[config.mk]
export PLATFORM = sky130hd
export DESIGN_NAME = cbus_axi_bridge
export DESIGN_NICKNAME = d
export VERILOG_FILES = /design/src/rtl/cbus_axi_pkg.sv /design/src/rtl/cbus_axi_beat_ctr.sv /design/src/rtl/cbus_axi_bridge.sv
export SDC_FILE = /design/constraint.sdc
export NUM_CORES = 1
export LEC_CHECK = 0
export CAP_MARGIN = 20
export CELL_PAD_IN_SITES_DETAIL_PLACEMENT = 1
export CELL_PAD_IN_SITES_GLOBAL_PLACEMENT = 2
export CORE_MARGIN = 8
export CORE_UTILIZATION = 14
export CTS_BUF_LIST = sky130_fd_sc_hd__clkbuf_8
export CTS_CLUSTER_DIAMETER = 30
export DETAILED_ROUTE_END_ITERATION = 10
export GPL_TIMING_DRIVEN = 0
export PLACE_DENSITY_LB_ADDON = 0.1
export SLEW_MARGIN = 5
export SYNTH_ARGS = -nofsm -noshare
export SYNTH_HDL_FRONTEND = slang
export SYNTH_HIERARCHICAL = 1
export SYNTH_SLANG_ARGS = --single-unit
export TNS_END_PERCENT = 20
[constraint.sdc]
create_clock -name clk -period 3.1 [get_ports clk]
set_input_delay 0.31 -clock clk [delete_from_list [all_inputs] [get_ports clk]]
set_output_delay 0.31 -clock clk [all_outputs]
set_load 0.01 [all_outputs]
[src/rtl/cbus_axi_pkg.sv]
// Shared types and AXI3 encodings for the CBus-to-AXI bridge.
package cbus_axi_pkg;

   // Bridge sequencing: one transaction in flight, DONE is the turnaround cycle.
   typedef enum logic [2:0] {
      ST_IDLE = 3'd0,
      ST_AR   = 3'd1,
      ST_R    = 3'd2,
      ST_AW   = 3'd3,
      ST_W    = 3'd4,
      ST_B    = 3'd5,
      ST_DONE = 3'd6
   } cbus_axi_state_t;

   localparam logic [1:0] AXI_BURST_INCR = 2'b01;
   localparam logic [1:0] AXI_RESP_OKAY  = 2'b00;

   localparam logic [2:0] MSIZE1 = 3'b000;
   localparam logic [2:0] MSIZE2 = 3'b001;
   localparam logic [2:0] MSIZE4 = 3'b010;
   localparam logic [2:0] MSIZE8 = 3'b011;

   // SLVERR (10) and DECERR (11) both have bit 1 set; OKAY/EXOKAY do not.
   function automatic logic resp_is_err(input logic [1:0] resp);
      return resp[1];
   endfunction

endpackage

[src/rtl/cbus_axi_beat_ctr.sv]
// Write-beat counter: cleared at the AW handshake, stepped on each
// non-final W handshake, and compared against the latched burst length.
module cbus_axi_beat_ctr #(
   parameter int CNT_W = 4
) (
   input  logic             clk,
   input  logic             reset,
   input  logic             clr_i,
   input  logic             inc_i,
   input  logic [3:0]       len_i,
   output logic             is_last_o,
   output logic [CNT_W-1:0] cnt_o
);

   logic [CNT_W-1:0] cnt_q, cnt_d;
   logic [3:0]       cnt_ext;

   // Next count: clear has priority; no wrap because len never exceeds MAX_LEN-1.
   always_comb begin
      cnt_d = cnt_q;
      if (clr_i) begin
         cnt_d = '0;
      end else if (inc_i) begin
         cnt_d = cnt_q + CNT_W'(1);
      end
   end

   // Count register with synchronous reset.
   always_ff @(posedge clk) begin
      if (reset) begin
         cnt_q <= '0;
      end else begin
         cnt_q <= cnt_d;
      end
   end

   assign cnt_ext   = 4'(cnt_q);
   assign is_last_o = (cnt_ext == len_i);
   assign cnt_o     = cnt_q;

endmodule

[src/rtl/cbus_axi_bridge.sv]
// CBus request/response to AXI3 master bridge. One transaction at a time,
// multi-beat reads and writes, per-beat error flags, and a one-cycle DONE
// turnaround so a lingering creq_valid cannot re-launch the same request.
module cbus_axi_bridge
   import cbus_axi_pkg::*;
#(
   parameter int DATA_WIDTH = 32,
   parameter int ADDR_WIDTH = 32,
   parameter int ID_WIDTH   = 4,
   parameter int AXI_ID     = 0,
   parameter int MAX_LEN    = 16
) (
   input  logic                    clk,
   input  logic                    reset,
   // CBus request
   input  logic                    creq_valid,
   input  logic                    creq_is_write,
   input  logic [2:0]              creq_size,
   input  logic [ADDR_WIDTH-1:0]   creq_addr,
   input  logic [3:0]              creq_len,
   input  logic [1:0]              creq_burst,
   input  logic [DATA_WIDTH/8-1:0] creq_strobe,
   input  logic [DATA_WIDTH-1:0]   creq_data,
   // CBus response
   output logic                    cresp_ready,
   output logic                    cresp_last,
   output logic [DATA_WIDTH-1:0]   cresp_data,
   output logic                    cresp_err,
   // AXI read address
   output logic [ID_WIDTH-1:0]     arid,
   output logic [ADDR_WIDTH-1:0]   araddr,
   output logic [3:0]              arlen,
   output logic [2:0]              arsize,
   output logic [1:0]              arburst,
   output logic [1:0]              arlock,
   output logic [3:0]              arcache,
   output logic [2:0]              arprot,
   output logic                    arvalid,
   input  logic                    arready,
   // AXI read data
   input  logic [ID_WIDTH-1:0]     rid,
   input  logic [DATA_WIDTH-1:0]   rdata,
   input  logic [1:0]              rresp,
   input  logic                    rlast,
   input  logic                    rvalid,
   output logic                    rready,
   // AXI write address
   output logic [ID_WIDTH-1:0]     awid,
   output logic [ADDR_WIDTH-1:0]   awaddr,
   output logic [3:0]              awlen,
   output logic [2:0]              awsize,
   output logic [1:0]              awburst,
   output logic [1:0]              awlock,
   output logic [3:0]              awcache,
   output logic [2:0]              awprot,
   output logic                    awvalid,
   input  logic                    awready,
   // AXI write data
   output logic [ID_WIDTH-1:0]     wid,
   output logic [DATA_WIDTH-1:0]   wdata,
   output logic [DATA_WIDTH/8-1:0] wstrb,
   output logic                    wlast,
   output logic                    wvalid,
   input  logic                    wready,
   // AXI write response
   input  logic [ID_WIDTH-1:0]     bid,
   input  logic [1:0]              bresp,
   input  logic                    bvalid,
   output logic                    bready
);

   localparam int         CNT_W     = (MAX_LEN > 1) ? $clog2(MAX_LEN) : 1;
   localparam logic [3:0] LEN_LIMIT = 4'(MAX_LEN - 1);

   cbus_axi_state_t       state_q, state_d;
   logic [ADDR_WIDTH-1:0] addr_q, addr_d;
   logic [3:0]            len_q, len_d;
   logic [2:0]            size_q, size_d;
   logic [1:0]            burst_q, burst_d;

   logic                  ctr_clr, ctr_inc, ctr_is_last;
   logic [CNT_W-1:0]      ctr_cnt;

   // The bridge issues a single fixed ID and never checks returned IDs.
   logic                  unused_ids;
   assign unused_ids = ^{rid, bid, ctr_cnt};

   cbus_axi_beat_ctr #(
      .CNT_W(CNT_W)
   ) u_beat_ctr (
      .clk       (clk),
      .reset     (reset),
      .clr_i     (ctr_clr),
      .inc_i     (ctr_inc),
      .len_i     (len_q),
      .is_last_o (ctr_is_last),
      .cnt_o     (ctr_cnt)
   );

   // State and A-channel field registers; fields stay frozen while a valid is up.
   always_ff @(posedge clk) begin
      if (reset) begin
         state_q <= ST_IDLE;
         addr_q  <= '0;
         len_q   <= '0;
         size_q  <= '0;
         burst_q <= '0;
      end else begin
         state_q <= state_d;
         addr_q  <= addr_d;
         len_q   <= len_d;
         size_q  <= size_d;
         burst_q <= burst_d;
      end
   end

   // Next state, handshake outputs and CBus responses.
   always_comb begin
      state_d     = state_q;
      addr_d      = addr_q;
      len_d       = len_q;
      size_d      = size_q;
      burst_d     = burst_q;
      ctr_clr     = 1'b0;
      ctr_inc     = 1'b0;
      arvalid     = 1'b0;
      rready      = 1'b0;
      awvalid     = 1'b0;
      wvalid      = 1'b0;
      wlast       = 1'b0;
      bready      = 1'b0;
      cresp_ready = 1'b0;
      cresp_last  = 1'b0;
      cresp_err   = 1'b0;
      unique case (state_q)
         ST_IDLE: begin
            if (creq_valid) begin
               addr_d  = creq_addr;
               len_d   = creq_len;
               size_d  = creq_size;
               burst_d = creq_burst;
               state_d = creq_is_write ? ST_AW : ST_AR;
            end
         end
         ST_AR: begin
            arvalid = 1'b1;
            if (arready) state_d = ST_R;
         end
         ST_R: begin
            rready      = 1'b1;
            cresp_ready = rvalid;
            cresp_last  = rvalid & rlast;
            cresp_err   = rvalid & resp_is_err(rresp);
            if (rvalid && rlast) state_d = ST_DONE;
         end
         ST_AW: begin
            awvalid = 1'b1;
            if (awready) begin
               ctr_clr = 1'b1;
               state_d = ST_W;
            end
         end
         ST_W: begin
            // The final beat is acknowledged through B, not here.
            wvalid = 1'b1;
            wlast  = ctr_is_last;
            if (wready) begin
               if (ctr_is_last) begin
                  state_d = ST_B;
               end else begin
                  cresp_ready = 1'b1;
                  ctr_inc     = 1'b1;
               end
            end
         end
         ST_B: begin
            bready = 1'b1;
            if (bvalid) begin
               cresp_ready = 1'b1;
               cresp_last  = 1'b1;
               cresp_err   = resp_is_err(bresp);
               state_d     = ST_DONE;
            end
         end
         ST_DONE: begin
            state_d = ST_IDLE;
         end
         default: begin
            state_d = ST_IDLE;
         end
      endcase
   end

   assign cresp_data = (state_q == ST_R) ? rdata : '0;

   assign arid    = ID_WIDTH'(AXI_ID);
   assign araddr  = addr_q;
   assign arlen   = len_q;
   assign arsize  = size_q;
   assign arburst = burst_q;
   assign arlock  = '0;
   assign arcache = '0;
   assign arprot  = '0;

   assign awid    = ID_WIDTH'(AXI_ID);
   assign awaddr  = addr_q;
   assign awlen   = len_q;
   assign awsize  = size_q;
   assign awburst = burst_q;
   assign awlock  = '0;
   assign awcache = '0;
   assign awprot  = '0;

   assign wid     = ID_WIDTH'(AXI_ID);
   assign wdata   = creq_data;
   assign wstrb   = creq_strobe;

   a_len_in_range: assert property (@(posedge clk) disable iff (reset)
      (state_q == ST_IDLE && creq_valid) |-> (creq_len <= LEN_LIMIT));

endmodule

After elaboration in Yosys (flattened, before gate mapping). Index checks and enable logic that the tools add are counted.

Word-level logic and storage cells: 53. Bits in registers: 48.

Multiplexer cells: 26. Reductions and logical operators: 5. Bitwise operators: 2. Equal/unequal tests: 13. Add/subtract/negate cells: 1.

Operator list (number): $mux W32 (1); $mux W3 (7); $pmux W3 S6 (1); $ne A2 B2 Y1 const B (7); $mux W1 (13); $reduce_and A7 Y1 (1); $eq A3 B2 Y1 const B (2); $eq A3 B3 Y1 const B (2); $add A4 B1 Y4 const B (1); $eq A4 B4 Y1 (1); $pmux W1 S2 (2); $eq A3 B1 Y1 const B (1); $logic_not A3 Y1 (1); $pmux W1 S3 (1); $and A1 B1 Y1 (2); $mux W2 (1); $reduce_and A2 Y1 (1); $reduce_or A2 Y1 (1); $logic_and A1 B1 Y1 (1).

Longest topological paths before layout. Gate-level depths: netlist of run 1.

Depth after elaboration: 4. Mapped depth: 7.

Cells and area by module. The synthesis of run 1 kept the hierarchy.

Modules (own cells, without submodules): cbus_axi_bridge (seq. area each 880.8 um2, area an instance 2852.7 um2, instances 1, cells an instance 380); cbus_axi_beat_ctr (seq. area each 80.1 um2, area an instance 219.0 um2, instances 1, cells an instance 22).

Worst setup path before layout of run 1. No wires, ideal clock.

Path type: register to register. Start point: register len_q[1] (netlist: arlen[1]). End point: register u_beat_ctr.cnt_q[3] (netlist: u_beat_ctr/cnt_o[3]). Cell stages (with the launch flop): 7. Data required time: 2.977 ns. Arrival time: 1.659 ns. Setup slack: 1.317 ns. Library setup time: 0.123 ns. Cell sequence: dfxtp_1 > xor2_1 > nor4_1 > nand2b_1 > nor3_1 > nand4_1 > mux2_1.

Cells in the longest elaborated chain, start to end: 4.

RTL lines: start, declared (line cbus_axi_bridge.sv:77) `logic [3:0] len_q, len_d;`; start signal, assigned (line cbus_axi_bridge.sv:111) `len_q <= len_d;`; $eq A4 B4 Y1 (line cbus_axi_beat_ctr.sv:38) `assign is_last_o = (cnt_ext == len_i);`; via ctr_is_last (line cbus_axi_bridge.sv:81) `logic ctr_clr, ctr_inc, ctr_is_last;`; $mux W1 (line cbus_axi_bridge.sv:168) `if (ctr_is_last) begin`; $mux W1 (line cbus_axi_bridge.sv:167) `if (wready) begin`; $mux W1 (line cbus_axi_bridge.sv:135) `unique case (state_q)`; via ctr_inc (line cbus_axi_bridge.sv:81); end signal, assigned (line cbus_axi_beat_ctr.sv:33) `cnt_q <= cnt_d;`; end, declared (line cbus_axi_beat_ctr.sv:15) `logic [CNT_W-1:0] cnt_q, cnt_d;`.

The timed path passes the listed nets, and every way through them passes these cells. A chain may end at the register's enable or synchronous reset.

Final worst setup path of run 1.
Start point: register u_beat_ctr.cnt_q[0] (netlist: u_beat_ctr/cnt_o[0]). End point: output cresp_ready.

Cells in the longest elaborated chain, start to end: 4.

RTL lines: $eq A4 B4 Y1 (line cbus_axi_beat_ctr.sv:38); via ctr_is_last (line cbus_axi_bridge.sv:81); $mux W1 (line cbus_axi_bridge.sv:168); $mux W1 (line cbus_axi_bridge.sv:167); $pmux W1 S3 (line cbus_axi_bridge.sv:135); end, declared (line cbus_axi_bridge.sv:25) `output logic cresp_ready,`.

The timed path passes the listed nets, and every way through them passes these cells.

==> metrics, run 1 <==
design area=0.00605 mm^2; r2r setup slk=1.00 ns; Worst Setup SP=u_beat_ctr/cnt_o[0]; CTS tree=built; antenna-violating nets left=0; DP Wirelength=12.5 mm; # diodes=0; Pwr Total=3.66 mW; Die H=164 um; vias per cell=3.63; register area share after synthesis=31.3%; largest net degree at the start of global routing=17; delay-heaviest family, CP=simple AND/OR/NAND/NOR gates; detailed-router iteration count before antenna repair=4; post-CTS setup buffer count=0; Clock Path Buffers=2; CP max stage cell=nor4_1; Synth area leader=dfxtp_1; Mean Syn Cell Area=7.64 um^2; Slew Viols, Final=0; Final setup viols=0; max cap viols=0; Final Hold Fails=0; Required @ worst endpoint=2.79 ns; Overflow after GRT=0; RSZ-0062 raised after global routing=no; CP arrival=2.42 ns; die area=0.0269 mm^2; die width=164 um; crit path capture=cresp_ready; Slew HR=52.2%; crit start category=register; Crit path depth=6; Area Growth Syn to Fin=97.1%; total wire length=14.6 mm; initial antenna violation count=0; Yosys cell types=39; worst-margin pin slew=0.712 ns; Sink Count=48; final net count=815; TritonCTS Buffers=5; Global Route Usage Sum=9.82%; Max Fclk=0.367 GHz; Gate Count Post-Synth=402; Worst VDD drop=0.159 mV; Routability Congestion=0.712; DR iter-0 viols=116; leakage=2.61 nW; port buffer count=243; global-route wire length before repair=20.7 mm; layout cells sized above 1=19.1%; reg2reg end=u_beat_ctr/cnt_o[3]; CP endpoint kind=primary output; hold path depth=2; slowest stage delay, CP=0.53 ns; CTS Hold Bufs=0; DR DRC count=0; minimum clock period=2.73 ns; Post-DP Area=0.00596 mm^2; Clock transition at path regs=0.10 ns; path depth of the worst reg2reg path=6; clk_skew=0.0136 ns; Yosys reg bits=48; Worst Hold Class=reg2reg; critical path class=reg2out; vias in the first global route=3769; ys flop type=dfxtp_1; Syn. warnings=6; Netlist Area Pre-Place=0.00307 mm^2; Yosys top cell area share=31.3%; worst path cell trace=xor2_1 > nor4_1 > nand2b_1 > o21ai_0 > a32o_1 > clkdlybuf4s50_1; Async S/R FF share, synth=0%; clk_lat worst skew=0.32 ns; Starting Density=14.2%; via count=3495; crit share post-route=88.0%; CTS H-tree depth=2; Core ar.=0.0217 mm^2; I/O pins=320; crit-path max FO=4; setup_tns=0 ns; cell row count=54; CP bufs+invs=1; root buffer cell=clkbuf_8; power per cell area=605 mW/mm^2; synth top area cells=dfxtp_1 (31%), buf_4 (26%), nand2_1 (11%); outcome=complete, no violations; Fin Hold WS=0.479 ns; r2r startpoint=arlen[3]; # resized after CTS=0; drt wl/cell=15.1 um; Post-synth EDFFs=0
-- report_power, final --
group | internal (mW) | switching, mW
Clock | 0.162 | 0.232
Sequential | 0.759 | 0.137
Combinational | 1.26 | 1.11
Total | 2.18 | 1.48
-- Yosys cell counts (4+ instances only) --
cell,count
nor3_1,4
xor2_1,4
clkbuf_1,17
buf_2,7
and3_1,33
a21oi_1,43
dfxtp_1,48
nand2_1,86
nand3_1,4
nor2_1,8
buf_4,107
-- worst min-delay path by stage --
stage / from / endpoint / slack (ns)
final: araddr[28] / araddr[28] / 0.48
after global placement: araddr[28] / araddr[28] / 0.46
after floorplan: creq_addr[0] / araddr[0] / 0.45
after CTS: araddr[28] / araddr[28] / 0.49
after global routing: araddr[20] / araddr[20] / 0.51
after detailed placement: araddr[28] / araddr[28] / 0.47
-- logic make-up after synthesis --
logic type / share of synthesized area, %
AOI/OAI and AO/OA: 9.94
and+or+nand+nor: 23.3
other: 0.122
xor gates and xnor gates: 1.43
muxes: 3.01
DFF: 31.3
adders and majority gates: 1.22
buffers and inverters: 29.7
-- stage by stage --
stage,utilization (%),cells,worst slack (ns)
finish,27.9,962,0.373
global route,27.9,962,0.179
CTS,27.9,962,0.314
detailed placement,27.5,954,0.682
global placement,27.5,954,0.657
floorplan,-,431,1.32
-- worst min-delay path: stages, from the launching register on --
cell     delay, ns
dfxtp_1       0.33
nand2_1       0.05
a21oi_1       0.05
-- state kept, by name, summed over array words and instances, names as in the netlist --
signal / count
arsize: 3
araddr: 32
arburst: 2
arlen: 4
state_q: 3
u_beat_ctr/cnt_o: 4
-- placed cells by master, fill, tap and decap left out, types with 2 or more instances in the layout --
cell type,n
a21oi_1,43
and2_1,3
and3_1,33
buf_2,7
buf_4,107
clkbuf_1,17
clkbuf_8,5
clkdlybuf4s50_1,243
conb_1,30
dfxtp_1,48
ha_1,3
inv_1,3
mux2i_1,3
nand2_1,86
nand3_1,4
nor2_1,8
nor2b_1,3
nor3_1,4
nor3b_1,3
o21ai_0,2
xor2_1,4
-- area by class of cell --
| type | instances | area [um^2] |
|---|---|---|
| fillers | 2600 | 15600 |
| multi-input cells | 249 | 1310 |
| clock buffers | 5 | 68.8 |
| plain buffers | 131 | 902 |
| repair buffers | 243 | 2430 |
| well taps | 280 | 350 |
| clock inverters | 3 | 22.5 |
| inverters | 3 | 11.3 |
| flip-flops and latches | 48 | 961 |
-- per-layer routing --
layer / GRT usage [%] / vias to the layer above / part of all wire (%)
met5: 0 / - / 0
met1: 9.67 / 1586 / 36
met3: 4.56 / 6 / 13
li1: - / 1723 / -
met4: 2.60 / 0 / 0.95
met2: 18.2 / 180 / 50
Power figures use the tool's default switching activity.
==> run 2: changes to the inputs <==
--- a/config.mk
+++ b/config.mk
@@ -10,7 +10,6 @@
 export CELL_PAD_IN_SITES_GLOBAL_PLACEMENT = 2
 export CORE_MARGIN = 8
 export CORE_UTILIZATION = 14
-export CTS_BUF_LIST = sky130_fd_sc_hd__clkbuf_8
 export CTS_CLUSTER_DIAMETER = 30
 export DETAILED_ROUTE_END_ITERATION = 10
 export GPL_TIMING_DRIVEN = 0
==> metrics, run 2 (synthesis gave the netlist of run 1 again) <==
outcome=complete, no violations; post-CTS setup buffer count=0; I/O pins=320; DR iter-0 viols=126; layout cells sized above 1=19.1%; die width=164 um; largest net degree at the start of global routing=17; detailed-router iteration count before antenna repair=4; CTS H-tree depth=2; Worst Hold Class=reg2reg; delay-heaviest family, CP=simple AND/OR/NAND/NOR gates; DR DRC count=0; CTS Hold Bufs=0; slowest stage delay, CP=0.53 ns; worst-margin pin slew=0.706 ns; total wire length=14.6 mm; initial antenna violation count=0; crit share post-route=87.1%; Area Growth Syn to Fin=98.9%; Clock Path Buffers=2; worst path cell trace=xor2_1 > nor4_1 > nand2b_1 > o21ai_0 > a32o_1 > clkdlybuf4s50_1; clk_lat worst skew=0.29 ns; leakage=2.64 nW; Core ar.=0.0217 mm^2; Starting Density=14.2%; Post-DP Area=0.00596 mm^2; crit-path max FO=4; Final setup viols=0; clk_skew=0.0101 ns; global-route wire length before repair=20.7 mm; CTS tree=built; final net count=815; Sink Count=48; max cap viols=0; crit start category=register; Final Hold Fails=0; CP max stage cell=nor4_1; root buffer cell=clkbuf_16; CP bufs+invs=1; RSZ-0062 raised after global routing=no; most frequent cells in the layout=clkdlybuf4s50_1 (243), buf_4 (107), nand2_1 (86), dfxtp_1 (48), a21oi_1 (43); # diodes=0; Overflow after GRT=0; minimum clock period=2.70 ns; Clock transition at path regs=0.07 ns; via count=3496; port buffer count=243; DP Wirelength=12.5 mm; # resized after CTS=0; drt wl/cell=15.1 um; die area=0.0269 mm^2; pre-CTS WS=0.682 ns; Max Fclk=0.370 GHz; Die H=164 um; Slew Viols, Final=0; antenna-violating nets left=0; power per cell area=625 mW/mm^2; setup ws final=0.400 ns; Required @ worst endpoint=2.79 ns; Global Route Usage Sum=9.75%; Slew HR=52.6%; vias per cell=3.63; CP endpoint kind=primary output; setup_tns=0 ns; design area=0.00611 mm^2; Routability Congestion=0.712; CP arrival=2.39 ns; Worst VDD drop=0.200 mV; critical path class=reg2out; number of flip-flops in the largest register=32; commonest non-fill, non-tap cell in the layout=clkdlybuf4s50_1; TritonCTS Buffers=5; vias in the first global route=3752; cell row count=54
run 2: changes by cell type in the layout (fill, tap and decap cells not counted):
cell | previous run | this run
clkbuf_16 | 0 | 5
clkbuf_8 | 5 | 0
run 2: path summary, 6_finish.rpt:
| check | from | to | slack, ns | cells past startpoint |
|---|---|---|---|---|
| worst max-delay path | u_beat_ctr/cnt_o[0] | cresp_ready | 0.40 | 6 |
| worst min-delay path | araddr[28] | araddr[28] | 0.48 | 2 |
| worst max register to register | arlen[3] | u_beat_ctr/cnt_o[3] | 1.02 | 6 |
| worst min register to register | araddr[28] | araddr[28] | 0.48 | 2 |
run 2: routing by layer:
| layer | routed length [um] | global-route usage (%) |
|---|---|---|
| met1 | 5300 | 9.69 |
| met3 | 1830 | 4.49 |
| met4 | 123 | 2.23 |
| met2 | 7310 | 18.1 |
| met5 | 0 | 0 |
run 2: layout make-up:
class / count / area (um^2)
buffer: 131 / 902
fill: 2593 / 15600
inverter: 3 / 11.3
multi-input combinational: 249 / 1310
clock inverter: 3 / 22.5
timing repair buffer: 243 / 2430
clock buffer: 5 / 125
sequential: 48 / 961
tap: 280 / 350
run 2: report_power, final:
part / switching (mW) / leakage (nW) / internal, mW
Sequential: 0.137 / 0.393 / 0.759
Clock: 0.250 / 0.0742 / 0.302
Combinational: 1.11 / 2.17 / 1.26
run 2: metrics by stage:
step / utilization (%) / power (mW) / hold WS (ns) / cells
2_1_floorplan: - / 2.10 / 0.446 / 431
3_3_place_gp: 27.5 / 3.32 / 0.459 / 954
3_5_place_dp: 27.5 / 3.35 / 0.471 / 954
4_1_cts: 28.2 / 3.93 / 0.482 / 962
5_1_grt: 28.2 / 4.14 / 0.502 / 962
6_report: 28.2 / 3.82 / 0.475 / 962
run 2: tightest hold or removal path: stages (launching register included):
cell and delay [ns]:
dfxtp_1 0.32, nand2_1 0.05, a21oi_1 0.05
==> RTL change, RTL diff (flow settings as in run 1) <==
The parameter `ID_WIDTH` goes from 4 to 5.
--- a/src/rtl/cbus_axi_bridge.sv
+++ b/src/rtl/cbus_axi_bridge.sv
@@ -7,5 +7,5 @@
    parameter int DATA_WIDTH = 32,
    parameter int ADDR_WIDTH = 32,
-   parameter int ID_WIDTH   = 4,
+   parameter int ID_WIDTH   = 5,
    parameter int AXI_ID     = 0,
    parameter int MAX_LEN    = 16
Ports: changed (5 resized); port bits go from 320 to 325. The function was not compared with the original's and may differ.
==> RTL change against run 1 <==
- worst setup slack better by 0.010 ns
- total power rose by 2.4%
- area after synthesis rose by 0.73%
- register-to-register slack got worse by 0.02 ns
- sequential cell count unchanged
- final cell count is 0.62% higher
- design area rose by 0.83%
- wire length increased by 2.4%
- critical path type unchanged
- critical endpoint unchanged
- largest power group unchanged
==> RTL change: results (changes against run 1) <==
- Register area share after synthesis: 31.1% (-0.23 points)
- CTS resizes: 0 (unchanged)
- Vias: 3,564 (+2.0%)
- Top FF cell, synth: dfxtp_1
- Lkg Pwr: 2.65 nW (+1.4%)
- Share of layout cells above drive strength 1: 19.2% (+0.12 points)
- Sw power: 1.49 mW (+0.62%)
- Post-synthesis mux area share: 2.99% (-0.022 points)
- Drt total wl: 14,900 um (+2.4%)
- Post-CTS Setup Inserts: 0 (unchanged)
- WL met3: 1740 um (-4.7%)
- Clock Tree Root: clkbuf_8
- Post-synth top area share: 31.1% (-0.23 points)
- IO Port Bufs: 243 (unchanged)
- Xor/xnor share of the synthesized area: 1.42% (-0.010 points)
- Synth warnings: 6 (unchanged)
- FILL cells: 2,608 (+0.31%)
- CTS Buf Count: 5 (unchanged)
- Met1 Wirelength: 5590 um (+6.4%)
- Placer Congestion: 0.696 (-2.2%)
- Final setup fails: 0 (unchanged)
- Post-synthesis compound-gate area fraction: 9.87% (-0.072 points)
- Largest register FFs: 32 (unchanged)
- Skew final: 0.0108 ns (-0.00277 ns)
- GRT Total Usage: 10.0% (+0.21 points)
- HP Class: reg2reg
- Most frequent cells after synthesis: buf_4 (110), nand2_1 (86), dfxtp_1 (48)
- CTS clk-pin slew, worst paths: 0.10 ns (about the same)
- Vias in the first global route: 3,795 (+0.69%)
- Bufs on Longest Clock Path: 2 (unchanged)
- Placed cells: 960 (+0.63%)
- DR top layer: met4
- Drt initial violations: 97 (-16%)
- DRT Pass-1 Iters: 6 (+2)
- Number of vias per cell: 3.68 (+1.3%)
- Post-Syn Area per Cell: 7.64 sq um (about the same)
- Clock insertion delay at the later pin of the skew report: 0.32 ns (about the same)
- Initial antenna violation count: 0 (unchanged)
- Post-Synth Adder-Cell Area: 1.21% (-0.0089 points)
- Synth top area cells: dfxtp_1 (31%), buf_4 (27%), nand2_1 (10%)
- Tightest Pin Transition: 0.735 ns (+0.0232 ns)
- Library cells used by synthesis: 39 (unchanged)
- WL met2: 7440 um (+1.3%)
- Worst vdd ir: 0.000173 V (+8.8%)
- Synth async-reset ratio: 0% (unchanged)
- Place WS: 0.664 ns (-0.0177 ns)
- CTS H-tree lvls: 2 (unchanged)
- Run status: finished, final reports clean
- Arr. time, crit path: 2.41 ns
- DP HPWL: 12,700 um (+1.6%)
- Max FO, Critical Path: 4 (unchanged)
- Final net count: 823 (+0.98%)
- Largest net degree at the start of global routing: 15 (-2)
- Diode count: 0 (unchanged)
- First-pass GRT wire length: 21,200 um (+2.3%)
RTL change: cell types whose count changed after synthesis, sizes merged:
cell,before,now
buf,114,117
RTL change: cells by family after synthesis:
logic type / Yosys count
AOI/OAI and AO/OA: 52
xor gates and xnor gates: 5
DFF: 48
buffers and inverters: 137
muxes: 7
other: 1
and+or+nand+nor: 152
adders and majority gates: 3
RTL change: power groups by stage:
stage	Sequential (mW)	Combinational (mW)	Clock (mW)
global route	0.928	2.62	0.523
floorplan	0.930	1.17	0
detailed placement	0.918	2.45	0
finish	0.895	2.38	0.471
global placement	0.912	2.42	0
CTS	0.906	2.46	0.507
RTL change: through the flow:
stage	hold WS [ns]	area, sq um	utilization, %
floorplan	0.446	3210	-
global placement	0.466	6000	27.6
detailed placement	0.467	6000	27.6
CTS	0.484	6100	28.1
global route	0.498	6100	28.1
finish	0.477	6100	28.1
RTL change: layout make-up:
class	count	area share, %
multi-input combinational	252	21.6
tap	280	5.74
clock inverter	3	0.635
sequential	48	15.7
clock buffer	5	1.13
timing repair buffer	243	39.8
inverter	3	0.184
buffer	134	15.1
RTL change: metal layers:
| layer | global-route usage (%) | vias up |
|---|---|---|
| met5 | 0 | - |
| met4 | 2.70 | 0 |
| met3 | 4.01 | 5 |
| met2 | 18.5 | 192 |
| met1 | 10.3 | 1635 |
| li1 | - | 1732 |
RTL change: worst max-delay path, stage by stage (launching register included):
cell and delay, ns:
dfxtp_1 0.37, xor2_1 0.18, nor4_1 0.50, nand2b_1 0.21, o21ai_0 0.09, a32o_1 0.27
clkdlybuf4s50_1 0.48
RTL change: final timing paths:
path                                                       start                          endpoint  slack (ns)  cells after the start
worst min register to register            araddr[6]$_SDFFE_PP0P_            araddr[6]$_SDFFE_PP0P_        0.48                      2
worst min-delay path                      araddr[6]$_SDFFE_PP0P_            araddr[6]$_SDFFE_PP0P_        0.48                      2
worst max-delay path            u_beat_ctr/cnt_o[0]$_SDFFE_PP0P_                       cresp_ready        0.38                      6
worst max register to register           state_q[2]$_SDFFE_PP0P_  u_beat_ctr/cnt_o[3]$_SDFFE_PP0P_        0.98                      5
